File: src/rtl/mbit_sel_pkg.sv
// Shared types and helpers for the mbit_sel part-select pipeline.
package mbit_sel_pkg;

    // Value driven into selected bits that fall outside the source range
    localparam logic FILL_ZERO = 1'b0;
    localparam logic FILL_ONE  = 1'b1;

    // Upper bound on the result width carried through the stage-1 record.
    // Instances must keep OUT_W <= SEL_MAX_W and OUT_W < 2**SEL_LEN_W.
    localparam int SEL_MAX_W = 32;
    localparam int SEL_LEN_W = 6;

    // Stage-1 record: the request snapshot taken at acceptance.
    // bits holds the already-fetched source bits, so later loads of the
    // source register cannot affect a request that is in flight.
    typedef struct packed {
        logic [SEL_MAX_W-1:0] bits;  // fetched source bit, valid where mask=1
        logic [SEL_MAX_W-1:0] mask;  // 1 = bit k is inside length and in range
        logic [SEL_LEN_W-1:0] len;   // effective length, already clamped
        logic                 fill;  // fill value for out-of-range bits
    } s1_t;

    // True when a signed logical index lies in [lsb, lsb+w-1]
    function automatic logic in_range(input logic signed [31:0] idx,
                                      input logic signed [31:0] lsb,
                                      input logic signed [31:0] w);
        return (idx >= lsb) && (idx <= lsb + w - 32'sd1);
    endfunction

endpackage

File: src/rtl/mbit_sel_stage.sv
// Generic valid/ready pipeline register. Accepts a new word whenever the
// register is empty or its current word is being taken downstream, so a
// full chain of these sustains one transfer per cycle.
module mbit_sel_stage #(
    parameter int W = 8
) (
    input  logic         clock,
    input  logic         reset,
    input  logic         in_valid,
    output logic         in_ready,
    input  logic [W-1:0] in_data,
    output logic         out_valid,
    input  logic         out_ready,
    output logic [W-1:0] out_data
);

    assign in_ready = !out_valid || out_ready;

    // Register the incoming word; hold it (and its valid) while stalled
    always_ff @(posedge clock or posedge reset) begin
        if (reset) begin
            out_valid <= 1'b0;
            out_data  <= '0;
        end else if (in_ready) begin
            out_valid <= in_valid;
            if (in_valid) begin
                out_data <= in_data;
            end
        end
    end

endmodule

File: src/rtl/mbit_sel_pipe.sv
// Pipelined runtime part-select: extracts a (lsb, len) field from a source
// vector whose logical indices start at SRC_LSB, substituting a fill value
// for bits outside the source, flagging out-of-range results and counting
// delivered out-of-range results in a saturating counter.
module mbit_sel_pipe
    import mbit_sel_pkg::*;
#(
    parameter int SRC_W   = 4,
    parameter int SRC_LSB = 1,
    parameter int OUT_W   = 4,
    parameter int IDX_W   = 8,
    parameter int LEN_W   = 3,
    parameter int CNT_W   = 16
) (
    input  logic                    clock,
    input  logic                    reset,
    input  logic                    load_en,
    input  logic [SRC_W-1:0]        src_in,
    input  logic                    fill_mode,
    input  logic                    req_valid,
    output logic                    req_ready,
    input  logic signed [IDX_W-1:0] req_lsb,
    input  logic [LEN_W-1:0]        req_len,
    output logic                    res_valid,
    input  logic                    res_ready,
    output logic [OUT_W-1:0]        res_data,
    output logic                    res_oor_any,
    output logic                    res_oor_all,
    output logic [CNT_W-1:0]        oor_count,
    input  logic                    cnt_clr
);

    // ------------------------------------------------------------------
    // Helpers
    // ------------------------------------------------------------------

    // Logical index of field bit k; 32 bits is wide enough that the sum of
    // a sign-extended IDX_W index and k can never wrap.
    function automatic logic signed [31:0] bit_index(
        input logic signed [IDX_W-1:0] lsb,
        input int                      k
    );
        logic signed [31:0] ext;
        ext = {{(32-IDX_W){lsb[IDX_W-1]}}, lsb};
        return ext + k;
    endfunction

    // Source bit at a logical index; indices outside the source read 0,
    // so the mux never produces an undefined value.
    function automatic logic src_bit(
        input logic [SRC_W-1:0]  v,
        input logic signed [31:0] idx
    );
        logic b;
        b = 1'b0;
        for (int j = 0; j < SRC_W; j++) begin
            if (idx == SRC_LSB + j) begin
                b = v[j];
            end
        end
        return b;
    endfunction

    // Counter increment that sticks at all-ones
    function automatic logic [CNT_W-1:0] sat_inc(input logic [CNT_W-1:0] v);
        return (&v) ? v : v + CNT_W'(1);
    endfunction

    // ------------------------------------------------------------------
    // Source register
    // ------------------------------------------------------------------
    logic [SRC_W-1:0] src_q;

    // Load a new source; a request accepted on the same edge already
    // captured the previous contents through the stage-0 select logic.
    always_ff @(posedge clock or posedge reset) begin
        if (reset) begin
            src_q <= '0;
        end else if (load_en) begin
            src_q <= src_in;
        end
    end

    // ------------------------------------------------------------------
    // Stage 0: clamp length, fetch in-range bits, build the range mask
    // ------------------------------------------------------------------
    s1_t                sel_p0;
    logic [LEN_W-1:0]   len_eff_p0;
    logic signed [31:0] idx_p0;

    // Snapshot of everything stage 2 needs, independent of src_q afterwards
    always_comb begin
        sel_p0     = '0;
        idx_p0     = '0;
        len_eff_p0 = (req_len > LEN_W'(OUT_W)) ? LEN_W'(OUT_W) : req_len;
        sel_p0.len  = SEL_LEN_W'(len_eff_p0);
        sel_p0.fill = fill_mode ? FILL_ONE : FILL_ZERO;
        for (int k = 0; k < OUT_W; k++) begin
            idx_p0 = bit_index(req_lsb, k);
            if ((k < int'(len_eff_p0)) && in_range(idx_p0, SRC_LSB, SRC_W)) begin
                sel_p0.mask[k] = 1'b1;
                sel_p0.bits[k] = src_bit(src_q, idx_p0);
            end
        end
    end

    // ------------------------------------------------------------------
    // Stage 1 register
    // ------------------------------------------------------------------
    s1_t  sel_p1;
    logic vld_p1;
    logic rdy_p2;

    mbit_sel_stage #(
        .W ($bits(s1_t))
    ) u_stage1 (
        .clock     (clock),
        .reset     (reset),
        .in_valid  (req_valid),
        .in_ready  (req_ready),
        .in_data   (sel_p0),
        .out_valid (vld_p1),
        .out_ready (rdy_p2),
        .out_data  (sel_p1)
    );

    // Bits of the stage-1 record beyond OUT_W are always zero and unread
    if (OUT_W < SEL_MAX_W) begin : g_hi
        logic unused_hi;
        assign unused_hi = ^{sel_p1.bits[SEL_MAX_W-1:OUT_W],
                             sel_p1.mask[SEL_MAX_W-1:OUT_W]};
    end

    // ------------------------------------------------------------------
    // Stage 1 -> 2: assemble the field and derive the range flags
    // ------------------------------------------------------------------
    logic [OUT_W-1:0] data_p1;
    logic [OUT_W-1:0] oor_p1;
    logic             any_p1;
    logic             all_p1;

    // Masked bits come from the snapshot, the rest of the length is fill,
    // and everything beyond the length is zero.
    always_comb begin
        data_p1 = '0;
        oor_p1  = '0;
        for (int k = 0; k < OUT_W; k++) begin
            if (k < int'(sel_p1.len)) begin
                if (sel_p1.mask[k]) begin
                    data_p1[k] = sel_p1.bits[k];
                end else begin
                    data_p1[k] = sel_p1.fill;
                    oor_p1[k]  = 1'b1;
                end
            end
        end
        any_p1 = |oor_p1;
        // mask is only set inside the length, so no mask bit means every
        // selected bit was out of range
        all_p1 = (sel_p1.len != '0) && !(|sel_p1.mask[OUT_W-1:0]);
    end

    // ------------------------------------------------------------------
    // Stage 2 register (result outputs)
    // ------------------------------------------------------------------
    logic [OUT_W+1:0] res_p2;
    logic             vld_p2;

    mbit_sel_stage #(
        .W (OUT_W + 2)
    ) u_stage2 (
        .clock     (clock),
        .reset     (reset),
        .in_valid  (vld_p1),
        .in_ready  (rdy_p2),
        .in_data   ({data_p1, any_p1, all_p1}),
        .out_valid (vld_p2),
        .out_ready (res_ready),
        .out_data  (res_p2)
    );

    assign res_valid   = vld_p2;
    assign res_data    = res_p2[OUT_W+1:2];
    assign res_oor_any = res_p2[1];
    assign res_oor_all = res_p2[0];

    // ------------------------------------------------------------------
    // Out-of-range result counter
    // ------------------------------------------------------------------
    logic res_fire;
    assign res_fire = res_valid && res_ready;

    // Count delivered out-of-range results; a clear overrides an increment
    always_ff @(posedge clock or posedge reset) begin
        if (reset) begin
            oor_count <= '0;
        end else if (cnt_clr) begin
            oor_count <= '0;
        end else if (res_fire && res_oor_any) begin
            oor_count <= sat_inc(oor_count);
        end
    end

endmodule

File: config.mk
export PLATFORM = sky130hd
export DESIGN_NAME = mbit_sel_pipe
export DESIGN_NICKNAME = d
export VERILOG_FILES = /design/src/rtl/mbit_sel_pkg.sv /design/src/rtl/mbit_sel_stage.sv /design/src/rtl/mbit_sel_pipe.sv
export SDC_FILE = /design/constraint.sdc
export NUM_CORES = 1
export LEC_CHECK = 0
export CORE_MARGIN = 1.5
export CORE_UTILIZATION = 40
export CTS_CLUSTER_SIZE = 12
export DETAILED_ROUTE_END_ITERATION = 6
export PLACE_DENSITY = 0.61
export SETUP_SLACK_MARGIN = 0.4
export SKIP_CTS_REPAIR_TIMING = 1
export SLEW_MARGIN = 20
export SYNTH_ARGS = -nofsm -noshare
export SYNTH_HDL_FRONTEND = slang
export SYNTH_SLANG_ARGS = --single-unit
File: constraint.sdc
create_clock -name clock -period 2.1 [get_ports clock]
set_clock_uncertainty 0.1 [all_clocks]
set_input_delay 0.525 -clock clock [delete_from_list [all_inputs] [get_ports clock]]
set_output_delay 0.525 -clock clock [all_outputs]
set_load 0.03 [all_outputs]
==> results.toml, run 1 <==
[cells_and_area]
fillers = 510
final_layout_size_suffix_gt1_frac = 0.3844
multi_input_area_um2 = 1638
fin_cells = 447
diodes = 0
regArea_um2 = 1013
area_delta_synth_final_pct = 59.84
nNetsFinal = 402

[timing]
fmax_mhz = 533.0
report.final.setup_viol = 0
finalHoldViolCount = 0
final.setup.tns_ns = 0
maxSlewViolCount = 0
worstMarginPinSlew_ns = 0.5422
max-slew-margin-rel = 0.6339
period_share = 0.8934
rsz0062_at_grt = "yes"
finalCriticalPeriod_ns = 1.876
setup_ws_ns = 0.2239

[placed_design]
gp_congestion = 0.8192
numPortBuffers = 45
dpl.hpwl_um = 4398
place_inst = 418
place_ws_ns = -0.4285

[clocking]
clock_path_buffers = 2
insertion_delay_ns = 0.28
clk_pin_slew_ns = 0.08
htree_num_levels = 2
clock-sinks = 40
numCtsBuffers = 5
cts_tree = "done"
clockRootBuffer = "clkbuf_8"

[worst_setup_path]
end_kind = "flip-flop"
r2r_slack_ns = 0.25
arrival_ns = 1.99
start_kind = "input pin"
crit_fanout = 4
critical_path_class = "input pin to flip-flop"
reg2reg_from = "oor_count[0]"
reg2reg_to = "oor_count[13]"
required_ns = 2.21
rr_worst_depth = 7

[grt]
grt_usage = 0.1865
antenna_found_initial = 0
grt_pass1_wl_um = 9632
overflow = 0
grt_max_degree = 41
grt_pass1_vias = 2020

[pwr]
power_density_nw_per_um2 = 523.8
p_seq_frac = 0.429
p_leak_nw = 1.982
p_sw_uw = 599.5
finalPower_mw = 2.027
combPwrFrac = 0.260
clkPwrFrac = 0.311
ir_drop_mv = 0.3961
swShare = 0.2957
internal-power_mw = 1.428

[floorplan]
core_area_um2 = 5886
die_y_um = 80.80
initial_core_util = 0.4114
die-area_um2 = 6529
die_w_um = 80.80
num_rows = 28
io_pins = 46

[yosys]
syn_area_um2 = 2421
seq_area_frac_synth = 0.4134
synth_nets = 298
synth_area_leader_cell = "dfrtp_1"
synth_cell_types = 49
synth_area_per_cell_um2 = 9.068
yosysMostFrequentCell = "dfrtp_1"
ys.flop_type = "dfrtp_1"
synth_edf_count = 0
yosysWarnings = 0
synthTopCellsByArea = "dfrtp_1 (41%), nand2_1 (5.1%), xnor2_1 (4.7%)"
synth-async-reset-ratio = 1.000
synth_top_cell_area_share = 0.4134
netlist_top_cells_count = "dfrtp_1 (40), nand2_1 (33), nor2_1 (22), a21oi_1 (19), o21ai_0 (14)"
synth-seq-cells = 40
syn_inst = 267

[flow_run]
drv_cap = 0

[routing]
route.detailed.drc = 0
drt_iter0_markers = 90
drt-pass1-iter-count = 4
wl_per_cell_um = 14.12
routed_wl_um = 6313
antenna_left = 0
vias = 2331
vias_per_cell = 5.215

[worst_hold_path]
hp-class = "flip-flop to flip-flop"
holdPathStages = 2
min_from = "u_stage2.out_data[2]"
hold_end = "u_stage2.out_data[2]"

[status]
status = "finished, final reports clean"
stage by stage:
stage | hold WS, ns | instance area [um2] | util
after floorplan | 0.3496 | 2591 | -
after global placement | 0.3674 | 3359 | 0.5708
after detailed placement | 0.3748 | 3359 | 0.5708
after CTS | 0.3943 | 3471 | 0.5897
after global routing | 0.4308 | 3870 | 0.6575
final | 0.3809 | 3870 | 0.6575
flip-flops by register name, summed over array words and instances (netlist names):
| signal | count |
|---|---|
| oor_count | 16 |
| src_q | 4 |
| u_stage1.out_data | 12 |
| u_stage1.out_valid | 1 |
| u_stage2.out_data | 6 |
| u_stage2.out_valid | 1 |
cell families (layout without fill, tap and decap cells):
| group | after synthesis | after routing | synth area share |
|---|---|---|---|
| compound gates | 56 | 56 | 0.1478 |
| mux | 14 | 14 | 0.06098 |
| flops | 40 | 40 | 0.4134 |
| fa+ha+maj | 10 | 10 | 0.05065 |
| buf+inv | 16 | 121 | 0.02842 |
| simple gates | 115 | 115 | 0.2408 |
| xor+xnor | 16 | 16 | 0.05788 |
how the worst max path moves through the flow:
stage / to / startpoint / slack (ns) / cells past startpoint
floorplan: u_stage1.out_data[42] / req_lsb[7] / 0.12 / 6
global placement: u_stage1.out_data[40] / req_lsb[1] / -0.40 / 9
detailed placement: u_stage1.out_data[8] / req_lsb[0] / -0.43 / 6
CTS: u_stage1.out_data[8] / req_lsb[0] / -0.13 / 6
global route: oor_count[13] / oor_count[0] / 0.17 / 7
finish: u_stage1.out_data[42] / req_lsb[1] / 0.22 / 9
power by group through the flow:
| stage | Combinational [mW] | Sequential (mW) | Clock [mW] |
|---|---|---|---|
| after floorplan | 0.211 | 0.936 | 0 |
| after global placement | 0.483 | 0.883 | 0 |
| after detailed placement | 0.489 | 0.886 | 0 |
| after CTS | 0.491 | 0.870 | 0.651 |
| after global routing | 0.574 | 0.877 | 0.685 |
| final | 0.526 | 0.869 | 0.631 |
worst max-delay path, stage by stage:
cell      delay, ns
buf_6          0.10
buf_6          0.11
ha_4           0.16
buf_4          0.15
a21oi_4        0.13
mux2_4         0.33
o31ai_4        0.17
o211ai_1       0.15
o21ai_1        0.15
cells in the final DEF (no fill, tap or decap), types with 5 or more instances in the layout:
cell,n
a21oi_1,16
mux2i_1,7
nand2_1,31
o21ai_0,11
dfrtp_2,10
dfrtp_1,30
nor3_2,5
xnor2_1,13
nand2b_1,5
inv_1,5
clkbuf_2,7
clkdlybuf4s50_1,11
buf_4,53
nand4_1,5
nand3_1,9
dlymetal6s2s_1,24
clkbuf_8,5
buf_6,8
nor2_1,22
cell type report:
class	count	area share
tap	75	0.02425
sequential	40	0.2619
multi-input combinational	211	0.4232
clock inverter	3	0.01099
inverter	8	0.01035
timing repair buffer	105	0.2515
clock buffer	5	0.01778
routing by layer:
metal  routed length (um)  part of all wire  GRT usage
met4                   57            0.0090    0.06034
met3                  192             0.030    0.03146
met5                    0                 0          0
met1                 3088              0.49     0.2669
met2                 2973              0.47     0.2858
No activity file was read; power rests on OpenSTA's default activity.
==> run 2, diff against run 1 <==
--- a/config.mk
+++ b/config.mk
@@ -5,11 +5,12 @@
 export SDC_FILE = /design/constraint.sdc
 export NUM_CORES = 1
 export LEC_CHECK = 0
+export CAP_MARGIN = 10
 export CORE_MARGIN = 1.5
 export CORE_UTILIZATION = 40
 export CTS_CLUSTER_SIZE = 12
 export DETAILED_ROUTE_END_ITERATION = 6
-export PLACE_DENSITY = 0.61
+export PLACE_DENSITY = 0.64
 export SETUP_SLACK_MARGIN = 0.4
 export SKIP_CTS_REPAIR_TIMING = 1
 export SLEW_MARGIN = 20
==> constraint.sdc (replaced) <==
create_clock -name clock -period 1.5 [get_ports clock]
set_clock_uncertainty 0.1 [all_clocks]
set_input_delay 0.375 -clock clock [delete_from_list [all_inputs] [get_ports clock]]
set_output_delay 0.375 -clock clock [all_outputs]
set_load 0.03 [all_outputs]
==> run 2 against run 1 <==
The flow now finishes with violations (negative setup slack). Wire length is 8.9% higher. Clock power is 20% higher. Via count is 7.0% higher. Largest cell class unchanged. Largest power group unchanged.
==> results.toml, run 2 (same netlist as run 1, synthesis figures left out) <==
[worst_setup_path]
required_ns = 1.58
crit_top_cell = "nor4b_4"
end_kind = "flip-flop"
critPathMaxStageDelay_ns = 0.44
start_kind = "flip-flop"
arrival_ns = 1.80
crit_chain = "ha_4 > and2_4 > nor4b_4 > buf_4 > nor4b_4 > xnor2_1 > nor2_1"
crit_fanout = 5
critical_path_class = "flip-flop to flip-flop"
cpMaxStageDelayCell = "dfrtp_2"

[timing]
setup_ws_ns = -0.2203
finalHoldViolCount = 0
hold_ws_ns = 0.2185
finalCriticalPeriod_ns = 1.720
final.setup.tns_ns = -1.679
worstMarginPinSlew_ns = 0.2865
report.final.setup_viol = 22
period_share = 1.147
rsz0062_at_grt = "yes"
maxSlewViolCount = 0
max-slew-margin-rel = 0.8075
fmax_mhz = 581.3

[pwr]
clkPwrFrac = 0.255
p_sw_uw = 914.8
combPwrFrac = 0.330
power_density_nw_per_um2 = 676.6
internal-power_mw = 2.047
swShare = 0.3088
p_seq_frac = 0.414
p_leak_nw = 1.980
ir_drop_mv = 0.6496

[clocking]
clock-sinks = 40
cts_tree = "done"
numCtsBuffers = 5
clockRootBuffer = "clkbuf_8"
htree_num_levels = 2
clk_pin_slew_ns = 0.08
clock_path_buffers = 2
insertion_delay_ns = 0.29

[routing]
routed_wl_um = 6876
drt_iter0_markers = 58
antenna_left = 0
route.detailed.drc = 0
drt-pass1-iter-count = 4
wl_per_cell_um = 14.27
vias = 2495
vias_per_cell = 5.176

[cells_and_area]
layout_commonest_cell = "buf_4"
final_layout_size_suffix_gt1_frac = 0.5528
area_delta_synth_final_pct = 80.83
final_cell_mix = "buf_4 (67), buf_6 (55), nand2_1 (25)"
fin_cells = 482
largest_reg_flops = 16
largestRegisters = "oor_count x16, u_stage1.out_data x12, u_stage2.out_data x6"
diodes = 0
nNetsFinal = 437
top_register = "oor_count"

[grt]
grt_pass1_wl_um = 9942
overflow = 0
grt_max_degree = 37
antenna_found_initial = 0
grt_pass1_vias = 2158
grt_usage = 0.1932

[floorplan]
num_rows = 28
initial_core_util = 0.4114
die_w_um = 80.80
io_pins = 46
die-area_um2 = 6529
core_area_um2 = 5886
die_y_um = 80.80

[placed_design]
place_ws_ns = -0.8896
numPortBuffers = 45
gp_congestion = 0.8275
dpl.hpwl_um = 4797
place_inst = 450

[flow_run]
drv_cap = 0

[status]
violations = "negative setup slack"
status = "finished, violations left"

[worst_hold_path]
hp-class = "input pin to asynchronous set/reset pin"
## run 2: cell types whose count changed in the layout (fill, tap and decap cells not counted), sizes merged
cell           change
buf               +62
dlymetal6s2s      -16
clkbuf             -6
clkdlybuf4s50      -4
bufinv             -1
## run 2: power by group through the flow
stage	sequential [mW]	combinational [mW]	clock [mW]
floorplan	1.32	0.299	0
global placement	1.23	0.731	0
detailed placement	1.24	0.740	0
CTS	1.22	0.743	0.779
global route	1.24	1.05	0.827
finish	1.23	0.978	0.757
## run 2: per-stage QoR
stage               utilization  instance area, um2  power (mW)
floorplan                     -                2609       1.617
global placement         0.6105                3593       1.964
detailed placement       0.6105                3593       1.979
CTS                      0.6269                3690       2.739
global route             0.7438                4378       3.109
finish                   0.7438                4378       2.962
## run 2: worst max-delay path: cells and delay by family (launching register included)
family	cells	cell delay (ns)
and+or+nand+nor	4	0.60
DFF	1	0.44
adders and majority gates	1	0.16
buffers and inverters	1	0.15
xor gates and xnor gates	1	0.15
## run 2: final timing paths
path,startpoint,endpoint,slack (ns),cells past startpoint
min in group clock,load_en,src_q[2],0.31,2
max,oor_count[0],oor_count[15],-0.22,7
min reg2reg,u_stage1.out_data[42],u_stage1.out_data[42],0.40,2
min,reset,src_q[0],0.22,2
max reg2reg,oor_count[0],oor_count[15],-0.22,7
max in group asynchronous,reset,oor_count[13],0.68,3
## run 2: per-layer routing
metal,vias to the layer above,GRT usage,share of wire
met3,4,0.03371,0.020
met4,0,0.04655,0.0083
met2,36,0.3250,0.51
met5,-,0,0
li1,1242,-,-
met1,1213,0.2581,0.46
## run 2: final cells by class
type	instances	area (um2)
flip-flops and latches	40	1022
repair buffers	140	1348
fillers	437	1508
inverters	8	43.79
clock inverters	2	13.76
well taps	75	93.84
clock buffers	6	82.58
multi-input cells	211	1774
==> run 3, diff against run 2 <==
--- a/config.mk
+++ b/config.mk
@@ -10,7 +10,7 @@
 export CORE_UTILIZATION = 40
 export CTS_CLUSTER_SIZE = 12
 export DETAILED_ROUTE_END_ITERATION = 6
-export PLACE_DENSITY = 0.64
+export PLACE_DENSITY = 0.61
 export SETUP_SLACK_MARGIN = 0.4
 export SKIP_CTS_REPAIR_TIMING = 1
 export SLEW_MARGIN = 20
==> constraint.sdc (replaced) <==
create_clock -name clock -period 1.65 [get_ports clock]
set_clock_uncertainty 0.1 [all_clocks]
set_input_delay 0.4125 -clock clock [delete_from_list [all_inputs] [get_ports clock]]
set_output_delay 0.4125 -clock clock [all_outputs]
set_load 0.03 [all_outputs]
==> run 3 against run 2 <==
The flow still finishes with violations (negative setup slack). Largest power group unchanged. Setup slack better by 0.17 ns. Register-to-register slack better by 0.17 ns. Design area is 1.1% lower. Sequential share of layout area is 0.11 points higher. Count of clock-buffer cells in the layout is 1 higher. Hold slack better by 0.064 ns. Via count is 1.1% lower. Flip-flop and latch count stayed put. Highest routed layer unchanged. Utilization is 0.81 points lower.
==> results.toml, run 3 (same netlist as run 1, synthesis figures left out) <==
[worst_setup_path]
end_kind = "flip-flop"
rr_worst_depth = 6
arrival_ns = 1.83
crit_fanout = 4
required_ns = 1.78
critical_path_class = "flip-flop to flip-flop"
start_kind = "flip-flop"

[grt]
grt_max_degree = 34
overflow = 0
grt_pass1_vias = 2161
grt_usage = 0.1972
grt_pass1_wl_um = 10130
antenna_found_initial = 0

[cells_and_area]
final_util = 0.7358
final_layout_size_suffix_gt1_frac = 0.5597
top_register = "oor_count"
diodes = 0
area_delta_synth_final_pct = 78.86
largest_reg_flops = 16
fillers = 419
largestRegisters = "oor_count x16, u_stage1.out_data x12, u_stage2.out_data x6"
layout_commonest_cell = "buf_4"
final_cell_mix = "buf_4 (77), buf_6 (38), dfrtp_1 (28)"
multi_input_area_um2 = 1827
nNetsFinal = 432
regArea_um2 = 1016

[clocking]
cts_tree = "done"
clk_pin_slew_ns = 0.08
insertion_delay_ns = 0.29
numCtsBuffers = 5
clock_path_buffers = 2
clock-sinks = 40
htree_num_levels = 2
clockRootBuffer = "clkbuf_8"

[status]
violations = "negative setup slack"
status = "finished, violations left"

[pwr]
power_density_nw_per_um2 = 660.7
p_leak_nw = 1.929
ir_drop_mv = 0.5622
finalPower_mw = 2.861

[routing]
wl_per_cell_um = 14.44
maxUsedRoutingLayer = "met4"
antenna_left = 0
wl_met1_um = 3125
route.met3.wl_um = 178
drt_iter0_markers = 96
route.detailed.drc = 0
dr_wl_met2_um = 3541
vias = 2468
drt-pass1-iter-count = 4
routed_wl_um = 6889
vias_per_cell = 5.174

[timing]
final.setup.tns_ns = -0.2477
rsz0062_at_grt = "yes"
report.final.setup_viol = 9
worstMarginPinSlew_ns = 0.4113
fmax_mhz = 588.1
maxSlewViolCount = 0
setup_ws_ns = -0.05034
finalCriticalPeriod_ns = 1.700
max-slew-margin-rel = 0.7254
period_share = 1.031
finalHoldViolCount = 0

[floorplan]
initial_core_util = 0.4114
core_area_um2 = 5886
die_y_um = 80.80
io_pins = 46
die_w_um = 80.80
num_rows = 28
die-area_um2 = 6529

[placed_design]
gp_congestion = 0.8136
dpl.hpwl_um = 4623
numPortBuffers = 45

[flow_run]
drv_cap = 0

[worst_hold_path]
hp-class = "input pin to asynchronous set/reset pin"
[run 3: cell types whose count changed in the layout (fill, tap and decap cells not counted), moves of 3 or more]
cell / before / now
dfrtp_1: 23 / 28
clkbuf_2: 0 / 3
dfrtp_2: 17 / 12
buf_4: 67 / 77
dlymetal6s2s_1: 8 / 5
inv_6: 3 / 0
buf_6: 55 / 38
[run 3: area by class of cell]
type | count | share of cell area
multi-input cells | 212 | 0.4218
clock inverters | 1 | 0.006934
flip-flops and latches | 40 | 0.2346
well taps | 75 | 0.02167
repair buffers | 134 | 0.2808
clock buffers | 7 | 0.02225
inverters | 8 | 0.01185
[run 3: metal layers]
metal / global-route usage / vias to the layer above
li1: - / 1232
met1: 0.2888 / 1187
met2: 0.3033 / 44
met4: 0.05000 / 0
met5: 0 / -
met3: 0.03034 / 5
[run 3: through the flow]
step	worst slack, ns	instance area [um2]	std cells	hold WS [ns]
finish	-0.05034	4330	477	0.2821
global placement	-0.7342	3531	443	0.3702
floorplan	-0.2218	2570	267	0.2910
detailed placement	-0.8373	3531	443	0.3735
global route	-0.1297	4330	477	0.3061
CTS	-0.5513	3657	451	0.2804
[run 3: worst paths after layout]
| check | start | endpoint | slack (ns) |
|---|---|---|---|
| worst max-delay path | oor_count[1] | oor_count[13] | -0.05 |
| worst min-delay path | reset | oor_count[5] | 0.28 |
| worst max register to register | oor_count[1] | oor_count[13] | -0.05 |
| worst min register to register | u_stage1.out_data[42] | u_stage1.out_data[42] | 0.39 |
| max in group asynchronous | reset | u_stage1.out_data[1] | 0.74 |
| min in group clock | load_en | src_q[2] | 0.37 |
[run 3: power by group]
group	total, mW	switching (mW)	internal (mW)
Sequential	1.12	0.0739	1.05
Combinational	0.864	0.414	0.450
Clock	0.877	0.343	0.534
[run 3: critical path, stage by stage (launching register included)]
cell     delay [ns]
dfrtp_2        0.43
ha_4           0.16
and2_4         0.16
nor4b_4        0.14
or3b_4         0.39
xor2_2         0.18
nor2_1         0.07
